===== config.mk =====
export PLATFORM = sky130hd
export DESIGN_NAME = id_stage
export DESIGN_NICKNAME = d
export VERILOG_FILES = /design/src/rtl/id_stage.sv
export SDC_FILE = /design/constraint.sdc
export NUM_CORES = 1
export LEC_CHECK = 0
export CAP_MARGIN = 20
export CORE_ASPECT_RATIO = 2
export CORE_MARGIN = 1.5
export CORE_UTILIZATION = 35
export DETAILED_ROUTE_END_ITERATION = 10
export SYNTH_ARGS = -nofsm -noshare
export SYNTH_HDL_FRONTEND = slang
export SYNTH_SLANG_ARGS = --single-unit

===== constraint.sdc =====
create_clock -name clk -period 8.2 [get_ports clk]
set_clock_uncertainty 0.1 [all_clocks]
set_input_delay 2.46 -clock clk [delete_from_list [all_inputs] [get_ports clk]]
set_output_delay 2.46 -clock clk [all_outputs]
set_load 0.1 [all_outputs]

===== src/rtl/id_stage.sv =====
// Instruction-decode stage: register file, opcode/condition decode,
// RAW hazard detection against EX/MEM, and the ID/EX pipeline register.
module id_stage #(
  parameter int WIDTH = 32,
  parameter int NREGS = 16
) (
  input  logic             clk,
  input  logic             rst,
  input  logic             flush,
  input  logic [31:0]      pc_in,
  input  logic [31:0]      instr_in,
  input  logic [3:0]       status_nzcv,
  input  logic             wb_en_wb,
  input  logic [3:0]       wb_dest,
  input  logic [WIDTH-1:0] wb_value,
  input  logic [3:0]       ex_dest,
  input  logic             ex_wb_en,
  input  logic [3:0]       mem_dest,
  input  logic             mem_wb_en,
  output logic             hazard,
  output logic [31:0]      pc_out,
  output logic [WIDTH-1:0] val_rn,
  output logic [WIDTH-1:0] val_rm,
  output logic [11:0]      shift_operand,
  output logic             imm,
  output logic [23:0]      signed_imm_24,
  output logic [3:0]       dest,
  output logic [3:0]       exe_cmd,
  output logic             mem_r,
  output logic             mem_w,
  output logic             wb_en,
  output logic             b,
  output logic             s
);

  typedef enum logic [1:0] {
    MODE_DP  = 2'b00,
    MODE_MEM = 2'b01,
    MODE_BR  = 2'b10,
    MODE_NOP = 2'b11
  } mode_e;

  logic [WIDTH-1:0] rf [NREGS];

  logic [3:0] cond, opcode, rn, rd, rm, src2;
  mode_e      mode;
  logic       i_bit, s_bit;
  logic       n_f, z_f, c_f, v_f;
  logic       cond_ok;
  logic       src1_used, src2_used;
  logic [3:0] d_cmd;
  logic       d_mr, d_mw, d_wb, d_b, d_s;
  logic [WIDTH-1:0] rn_val, rm_val;

  assign cond   = instr_in[31:28];
  assign mode   = mode_e'(instr_in[27:26]);
  assign i_bit  = instr_in[25];
  assign opcode = instr_in[24:21];
  assign s_bit  = instr_in[20];
  assign rn     = instr_in[19:16];
  assign rd     = instr_in[15:12];
  assign rm     = instr_in[3:0];
  assign {n_f, z_f, c_f, v_f} = status_nzcv;

  // Register file write port; reset clears every entry
  always_ff @(posedge clk or negedge rst) begin
    if (!rst) begin
      for (int unsigned i = 0; i < NREGS; i++) rf[i] <= '0;
    end else if (wb_en_wb) begin
      rf[wb_dest] <= wb_value;
    end
  end

  // Second operand index is Rd for stores (value to store), otherwise Rm
  assign src2   = (mode == MODE_MEM && !s_bit) ? rd : rm;
  assign rn_val = (wb_en_wb && wb_dest == rn)   ? wb_value : rf[rn];
  assign rm_val = (wb_en_wb && wb_dest == src2) ? wb_value : rf[src2];

  // Condition code evaluation against current flags
  always_comb begin
    cond_ok = 1'b0;
    case (cond)
      4'h0: cond_ok = z_f;
      4'h1: cond_ok = !z_f;
      4'h2: cond_ok = c_f;
      4'h3: cond_ok = !c_f;
      4'h4: cond_ok = n_f;
      4'h5: cond_ok = !n_f;
      4'h6: cond_ok = v_f;
      4'h7: cond_ok = !v_f;
      4'h8: cond_ok = c_f && !z_f;
      4'h9: cond_ok = !c_f || z_f;
      4'hA: cond_ok = (n_f == v_f);
      4'hB: cond_ok = (n_f != v_f);
      4'hC: cond_ok = !z_f && (n_f == v_f);
      4'hD: cond_ok = z_f || (n_f != v_f);
      4'hE: cond_ok = 1'b1;
      default: cond_ok = 1'b0;
    endcase
  end

  // Opcode decode into ALU command, control bits and source usage
  always_comb begin
    d_cmd     = '0;
    d_mr      = 1'b0;
    d_mw      = 1'b0;
    d_wb      = 1'b0;
    d_b       = 1'b0;
    d_s       = 1'b0;
    src1_used = 1'b1;
    src2_used = 1'b0;
    case (mode)
      MODE_DP: begin
        d_s       = s_bit;
        d_wb      = 1'b1;
        src2_used = !i_bit;
        case (opcode)
          4'b1101: begin d_cmd = 4'b0001; src1_used = 1'b0; end
          4'b1111: begin d_cmd = 4'b1001; src1_used = 1'b0; end
          4'b0100: d_cmd = 4'b0010;
          4'b0101: d_cmd = 4'b0011;
          4'b0010: d_cmd = 4'b0100;
          4'b0110: d_cmd = 4'b0101;
          4'b0000: d_cmd = 4'b0110;
          4'b1100: d_cmd = 4'b0111;
          4'b0001: d_cmd = 4'b1000;
          4'b1010: begin d_cmd = 4'b0100; d_wb = 1'b0; end
          4'b1000: begin d_cmd = 4'b0110; d_wb = 1'b0; end
          default: d_wb = 1'b0;
        endcase
      end
      MODE_MEM: begin
        d_cmd = 4'b0010;
        if (s_bit) begin
          d_mr = 1'b1;
          d_wb = 1'b1;
        end else begin
          d_mw      = 1'b1;
          src2_used = 1'b1;
        end
      end
      MODE_BR: begin
        d_b       = 1'b1;
        src1_used = 1'b0;
      end
      default: ;
    endcase
  end

  // RAW hazard: any used source matches a pending EX or MEM write
  assign hazard = (src1_used && ((ex_wb_en  && ex_dest  == rn) ||
                                 (mem_wb_en && mem_dest == rn))) ||
                  (src2_used && ((ex_wb_en  && ex_dest  == src2) ||
                                 (mem_wb_en && mem_dest == src2)));

  // ID/EX register; flush, hazard or failed condition inserts a bubble
  always_ff @(posedge clk or negedge rst) begin
    if (!rst) begin
      pc_out        <= '0;
      val_rn        <= '0;
      val_rm        <= '0;
      shift_operand <= '0;
      imm           <= 1'b0;
      signed_imm_24 <= '0;
      dest          <= '0;
      exe_cmd       <= '0;
      mem_r         <= 1'b0;
      mem_w         <= 1'b0;
      wb_en         <= 1'b0;
      b             <= 1'b0;
      s             <= 1'b0;
    end else begin
      pc_out        <= pc_in;
      val_rn        <= rn_val;
      val_rm        <= rm_val;
      shift_operand <= instr_in[11:0];
      imm           <= i_bit;
      signed_imm_24 <= instr_in[23:0];
      dest          <= rd;
      exe_cmd       <= d_cmd;
      if (flush || hazard || !cond_ok) begin
        mem_r <= 1'b0;
        mem_w <= 1'b0;
        wb_en <= 1'b0;
        b     <= 1'b0;
        s     <= 1'b0;
      end else begin
        mem_r <= d_mr;
        mem_w <= d_mw;
        wb_en <= d_wb;
        b     <= d_b;
        s     <= d_s;
      end
    end
  end

endmodule

== Yosys cells after proc, flatten, opt, wreduce, memory -nomap -nowiden ==
Cells that the tools add are included.

* Flip-flop bits (word level): 658
* Input bits: 118
* Output and inout port bits: 147
* Logic and storage cells: 134

* $lt $le $gt $ge: 4
* Eq/ne operators: 34
* Mux-type cells: 31
* Bitwise gates (word level): 3
* Reductions and logical operators: 33

{| class="wikitable"
|+ Operators by type and width
! cell !! count
|-
| bitwise mux 512 bit || 1
|-
| binary-select mux 32 bit (select 4 bit) || 2
|-
| two-way mux 32 bit || 7
|-
| demux 32 bit (select 4 bit) || 1
|-
| equality test 4 bit (second input constant) || 12
|-
| case mux 4 bit (9 select lines) || 1
|-
| equality test 4 x 3 -> 1 bit (second input constant) || 7
|-
| equality test 4 bit || 6
|-
| greater-or-equal comparator 5 bit (second input constant) || 3
|-
| inverter 4 -> 5 bit || 3
|-
| case mux 1 bit (15 select lines) || 1
|-
| two-way mux 1 bit || 13
|-
| equality test 4 x 2 -> 1 bit (second input constant) || 3
|-
| logical AND 1 bit || 12
|-
| OR reduction 9 bit || 1
|-
| equality test 4 x 1 -> 1 bit (second input constant) || 2
|-
| logical NOT 4 bit || 2
|-
| case mux 4 bit (2 select lines) || 1
|-
| logical NOT 1 bit || 7
|-
| logical OR 1 bit || 7
|-
| case mux 1 bit (2 select lines) || 3
|-
| OR reduction 2 bit || 3
|-
| less-than comparator 5 x 1 -> 1 bit (second input constant) || 1
|-
| two-way mux 4 bit || 1
|-
| other kinds (5) || 5
|}

== Longest topological paths before layout ==
* Depth after elaboration: 11
* Gate-level depth with buffers: 10
* Depth with buffers taken out: 6

== Worst setup path before layout ==
No wires, ideal clock.

* Path type: in2out
* Start: input port instr_in[27]
* End: output port hazard
* Arrival time: 4.608 ns
* Data required time: 5.640 ns
* Setup slack: 1.032 ns
* Cell stages on the path: 7
* Path buffers: 2
* Cells stage by stage: nor3b_4 > buf_6 > mux2_2 > buf_4 > xnor2_1 > nand4b_1 > o211ai_2

* Cells in the longest elaborated chain, start to end: 8
* Elaborated cells between the ends (all ways): 15
* Classes of those cells: eq/ne (4); mux (3); reduce/logical (8)

{| class="wikitable"
|+ RTL lines
! element !! RTL line !! text
|-
| start: declaration || 11 || <nowiki>input logic [31:0] instr_in,</nowiki>
|-
| equality test 2 x 1 -> 1 bit || 75, 112 ||
|-
| logical AND 1 bit || 75 || <nowiki>assign src2 = (mode == MODE_MEM && !s_bit) ? rd : rm;</nowiki>
|-
| two-way mux 4 bit || 75 ||
|-
| equality test 4 bit (on tied branches) || 153, 154 ||
|-
| logical AND 1 bit (on tied branches) || 153, 154 ||
|-
| logical OR 1 bit || 153 || <nowiki>(src2_used && ((ex_wb_en && ex_dest == src2) ||</nowiki>
|-
| logical AND 1 bit || 153 ||
|-
| logical OR 1 bit * || 152 || <nowiki>(mem_wb_en && mem_dest == rn))) ||</nowiki>
|-
| end: declaration || 20 || <nowiki>output logic hazard,</nowiki>
|}

Mark *: on every way between the ends. The rest lies on a longest branch, timed or not.

== Worst setup path after layout ==
* Start: input port instr_in[26]
* End: output port hazard

Same word-level chain as after synthesis.

==> impl_metrics.sql <==
INSERT INTO impl_metrics (metric_group, metric, value, unit) VALUES
('route', 'drtPass1Iterations', '6', ''),
('cts', 'clkTransAtPathRegs', '60', 'ps'),
('timing', 'max_clock_freq', '131', 'MHz'),
('setup_path', 'critical_path_cell_count', '7', ''),
('timing', 'post-route-min-period', '7620', 'ps'),
('floorplanning', 'dieHeight', '431', 'µm'),
('route', 'remaining_drcs', '0', ''),
('cts', 'clkLatencyLatePin', '640', 'ps'),
('setup_path', 'cp.required', '5640', 'ps'),
('cts', 'holdBufCountCts', '0', ''),
('placed_design', 'gp_routability_congestion', '0.806', ''),
('setup_path', 'critPathCaptureType', 'output port', ''),
('cts', 'cts.repair.resized', '0', ''),
('yosys', 'synth_async_sr_flop_share', '100', '%'),
('yosys', 'synth_area_per_cell', '12.2', 'µm²'),
('yosys', 'syn_inst', '2641', ''),
('route', 'wl_per_cell', '24.2', 'µm'),
('final_layout', 'final_core_utilization', '41.6', '%'),
('floorplanning', 'floorplan.core_area', '91100', 'µm²'),
('final_layout', 'layout.nets', '2891', ''),
('setup_path', 'r2r.worst_path.cells', '3', ''),
('worst_hold_path', 'min_path_type', 'register to register', ''),
('grt', 'grt_pass1_wl', '146000', 'µm'),
('yosys', 'synth_seq_cells', '642', ''),
('grt', 'via_count_of_the_first_global_routing_pass', '22700', ''),
('power_and_ir_drop', 'pwr_density_cell', '273', 'nW/µm²'),
('yosys', 'post_synthesis_cell_type_count', '56', ''),
('route', 'detailedRoute.firstIterationViolations', '2294', ''),
('grt', 'grt_antenna_before_repair', '9', ''),
('route', 'dr_total_vias', '22800', ''),
('outcome', 'outcome', 'completed', ''),
('yosys', 'ys.flop_type', 'sky130_fd_sc_hd__dfrtp_1', ''),
('grt', 'gr-usage-all-layers', '20.7', '%'),
('setup_path', 'start_kind', 'input pin', ''),
('yosys', 'synth.yosys.seq_area_share', '50.0', '%'),
('timing', 'tightestPinTransition', '1120', 'ps'),
('setup_path', 'crit_fanout', '12', ''),
('floorplanning', 'start_util', '35.2', '%'),
('grt', 'final_global_route_overflow_total', '0', ''),
('timing', 'final-hold-violation-count', '0', ''),
('timing', 'final.setup.tns', '0', 'ps'),
('cts', 'clockBufferDepth', '3', ''),
('setup_path', 'crit_path_max_delay_cell_type', 'sky130_fd_sc_hd__clkdlybuf4s50_1', ''),
('grt', 'grt_start_max_net_pins', '184', ''),
('cts', 'tritoncts.num_buffers', '67', ''),
('floorplanning', 'core.rowCount', '157', ''),
('setup_path', 'r2r-start', 'rf[4]$_DFFE_PN0P_', ''),
('yosys', 'synth_fp_nets', '2759', ''),
('floorplanning', 'pin_count', '265', ''),
('setup_path', 'worstSetupEndpoint', 'hazard', ''),
('timing', 'fin_crit_sh', '92.9', '%'),
('setup_path', 'worst_path_largest_cell_delay', '720', 'ps'),
('cts', 'number_of_clock_sinks_seen_by_cts', '642', ''),
('floorplanning', 'die_boundary_width', '217', 'µm'),
('floorplanning', 'die_area', '93700', 'µm²'),
('timing', 'rsz_0062_raised_after_global_routing', 'no', ''),
('cts', 'cts_tree', 'done', ''),
('cts', 'clock_tree.htree_level_count', '3', ''),
('timing', 'timing.final.max_slew_violations', '0', ''),
('cts', 'ctsRootBufferMaster', 'sky130_fd_sc_hd__clkbuf_16', ''),
('setup_path', 'worstReg2RegEnd', 'val_rn[4]$_DFF_PN0_', ''),
('timing', 'final_setup_viols', '0', ''),
('setup_path', 'critical_path.cell_chain', 'clkdlybuf4s50_1 > nor3b_4 > mux2_1 > xnor2_1 > nand3_1 > o211ai_2 > buf_12', ''),
('yosys', 'netlist_area', '32100', 'µm²'),
('setup_path', 'cp_top_family', 'buffers and inverters', ''),
('setup_path', 'crit_type', 'input pin to output port', ''),
('setup_path', 'critical_path_arrival', '5060', 'ps'),
('power_and_ir_drop', 'leakage', '15.5', 'nW'),
('yosys', 'syn_warnings', '0', ''),
('final_layout', 'layout-area-overhead-vs-synth', '18.1', '%'),
('route', 'post_detailed_route_count_of_antenna_violating_nets', '0', '');
[cell usage after synthesis (14+ instances only)]
cell type | n | area, µm²
sky130_fd_sc_hd__dfrtp_1 | 642 | 16100
sky130_fd_sc_hd__mux2_2 | 545 | 6140
sky130_fd_sc_hd__nand2_1 | 474 | 1780
sky130_fd_sc_hd__mux4_2 | 160 | 3600
sky130_fd_sc_hd__a21oi_1 | 148 | 741
sky130_fd_sc_hd__nand3_1 | 142 | 711
sky130_fd_sc_hd__clkbuf_1 | 123 | 462
sky130_fd_sc_hd__buf_2 | 65 | 325
sky130_fd_sc_hd__a31oi_1 | 55 | 344
sky130_fd_sc_hd__nor2_1 | 46 | 173
sky130_fd_sc_hd__buf_1 | 35 | 131
sky130_fd_sc_hd__nor4_1 | 32 | 200
sky130_fd_sc_hd__buf_4 | 20 | 150
sky130_fd_sc_hd__mux2i_1 | 17 | 170
sky130_fd_sc_hd__xnor2_1 | 14 | 123
[placed cells by master (no fill, tap or decap), types with 4 or more instances in the layout]
cell type                         netlist  final
sky130_fd_sc_hd__a22oi_1               11     11
sky130_fd_sc_hd__buf_4                 20     44
sky130_fd_sc_hd__or3_2                  0      4
sky130_fd_sc_hd__mux2_2               545    544
sky130_fd_sc_hd__a31oi_1               55     55
sky130_fd_sc_hd__nor2_1                46     36
sky130_fd_sc_hd__clkbuf_16              0     67
sky130_fd_sc_hd__clkdlybuf4s50_1        0    258
sky130_fd_sc_hd__o21ai_0                4      4
sky130_fd_sc_hd__mux2i_1               17     17
sky130_fd_sc_hd__o22ai_1                4      4
sky130_fd_sc_hd__xor2_1                13     13
sky130_fd_sc_hd__bufinv_16              0      5
sky130_fd_sc_hd__clkinv_2               0      9
sky130_fd_sc_hd__nor3_1                 4      4
sky130_fd_sc_hd__dfrtp_1              642    642
sky130_fd_sc_hd__nor2_4                 0     11
sky130_fd_sc_hd__inv_6                  0      5
sky130_fd_sc_hd__nand2b_1               5      5
sky130_fd_sc_hd__buf_12                 0      7
sky130_fd_sc_hd__or3_1                  8      4
sky130_fd_sc_hd__nand2_1              474    473
sky130_fd_sc_hd__nor4_1                32     31
sky130_fd_sc_hd__a221oi_1               9      9
sky130_fd_sc_hd__clkbuf_1             123     19
sky130_fd_sc_hd__nand3b_1               7      7
sky130_fd_sc_hd__a221oi_2               4      4
sky130_fd_sc_hd__a21oi_1              148    148
sky130_fd_sc_hd__mux4_2               160    160
sky130_fd_sc_hd__clkbuf_8               0     13
sky130_fd_sc_hd__nand3_1              142    140
sky130_fd_sc_hd__xnor2_1               14     14
[worst min-delay path by stage]
| stage | startpoint | to | slack [ps] | cells past startpoint |
|---|---|---|---|---|
| after floorplan | rf[231]$_DFFE_PN0P_ | rf[231]$_DFFE_PN0P_ | 380 | 1 |
| after global placement | rf[462]$_DFFE_PN0P_ | rf[462]$_DFFE_PN0P_ | 410 | 1 |
| after detailed placement | rf[428]$_DFFE_PN0P_ | rf[428]$_DFFE_PN0P_ | 410 | 1 |
| after CTS | rf[438]$_DFFE_PN0P_ | rf[438]$_DFFE_PN0P_ | 430 | 1 |
| after global routing | rf[280]$_DFFE_PN0P_ | rf[280]$_DFFE_PN0P_ | 440 | 1 |
| final | rf[432]$_DFFE_PN0P_ | rf[432]$_DFFE_PN0P_ | 430 | 1 |
[metrics by stage]
step	worst slack, ps	hold slack [ps]	total power, mW	cells	instance area [µm²]
after floorplan	1030	382	6.43	2641	32100
after global placement	652	406	7.19	3894	35700
after detailed placement	584	414	7.26	3896	35700
after CTS	578	430	10.4	4016	37900
after global routing	466	445	10.8	4016	37900
final	583	428	10.3	4016	37900
[report_power, final]
group          switching [mW]  internal (mW)
clock network            1.32           1.80
registers               0.500           3.86
logic                    1.64           1.22
total                    3.46           6.88
[registers in the layout (all words and copies together) (netlist names)]
register and count:
val_rn 32, s 1, exe_cmd 4, b 1, wb_en 1, mem_r 1
pc_out 32, val_rm 32, imm 1, rf 512, dest 3, mem_w 1
signed_imm_24 21
[kinds of logic (layout without fill, tap and decap cells)]
| family | Yosys count | in the layout | share of synthesized area [%] |
|---|---|---|---|
| AOI/OAI and AO/OA | 253 | 253 | 4.69 |
| DFF | 642 | 642 | 50.0 |
| buffers and inverters | 253 | 436 | 3.58 |
| and+or+nand+nor | 739 | 739 | 9.93 |
| muxes | 727 | 727 | 31.0 |
| xor gates and xnor gates | 27 | 27 | 0.736 |
[per-layer routing]
layer	vias to the layer above	share of wire, %	GRT usage (%)
met5	-	0.11	0
met4	16	2.9	7.26
met3	205	8.6	4.53
met2	1128	46	32.0
met1	11700	42	28.6
li1	9785	-	-
[cell type report]
| type | instances | area, µm² |
|---|---|---|
| Fill cell | 8532 | 53200 |
| Sequential cell | 642 | 16100 |
| Multi-Input combinational cell | 1746 | 15100 |
| Timing Repair Buffer | 313 | 3100 |
| Clock buffer | 99 | 1930 |
| Tap cell | 1192 | 1490 |
| Clock inverter | 21 | 272 |
| Inverter | 3 | 11.3 |
Note: power is estimated with default switching activity, not from simulation.
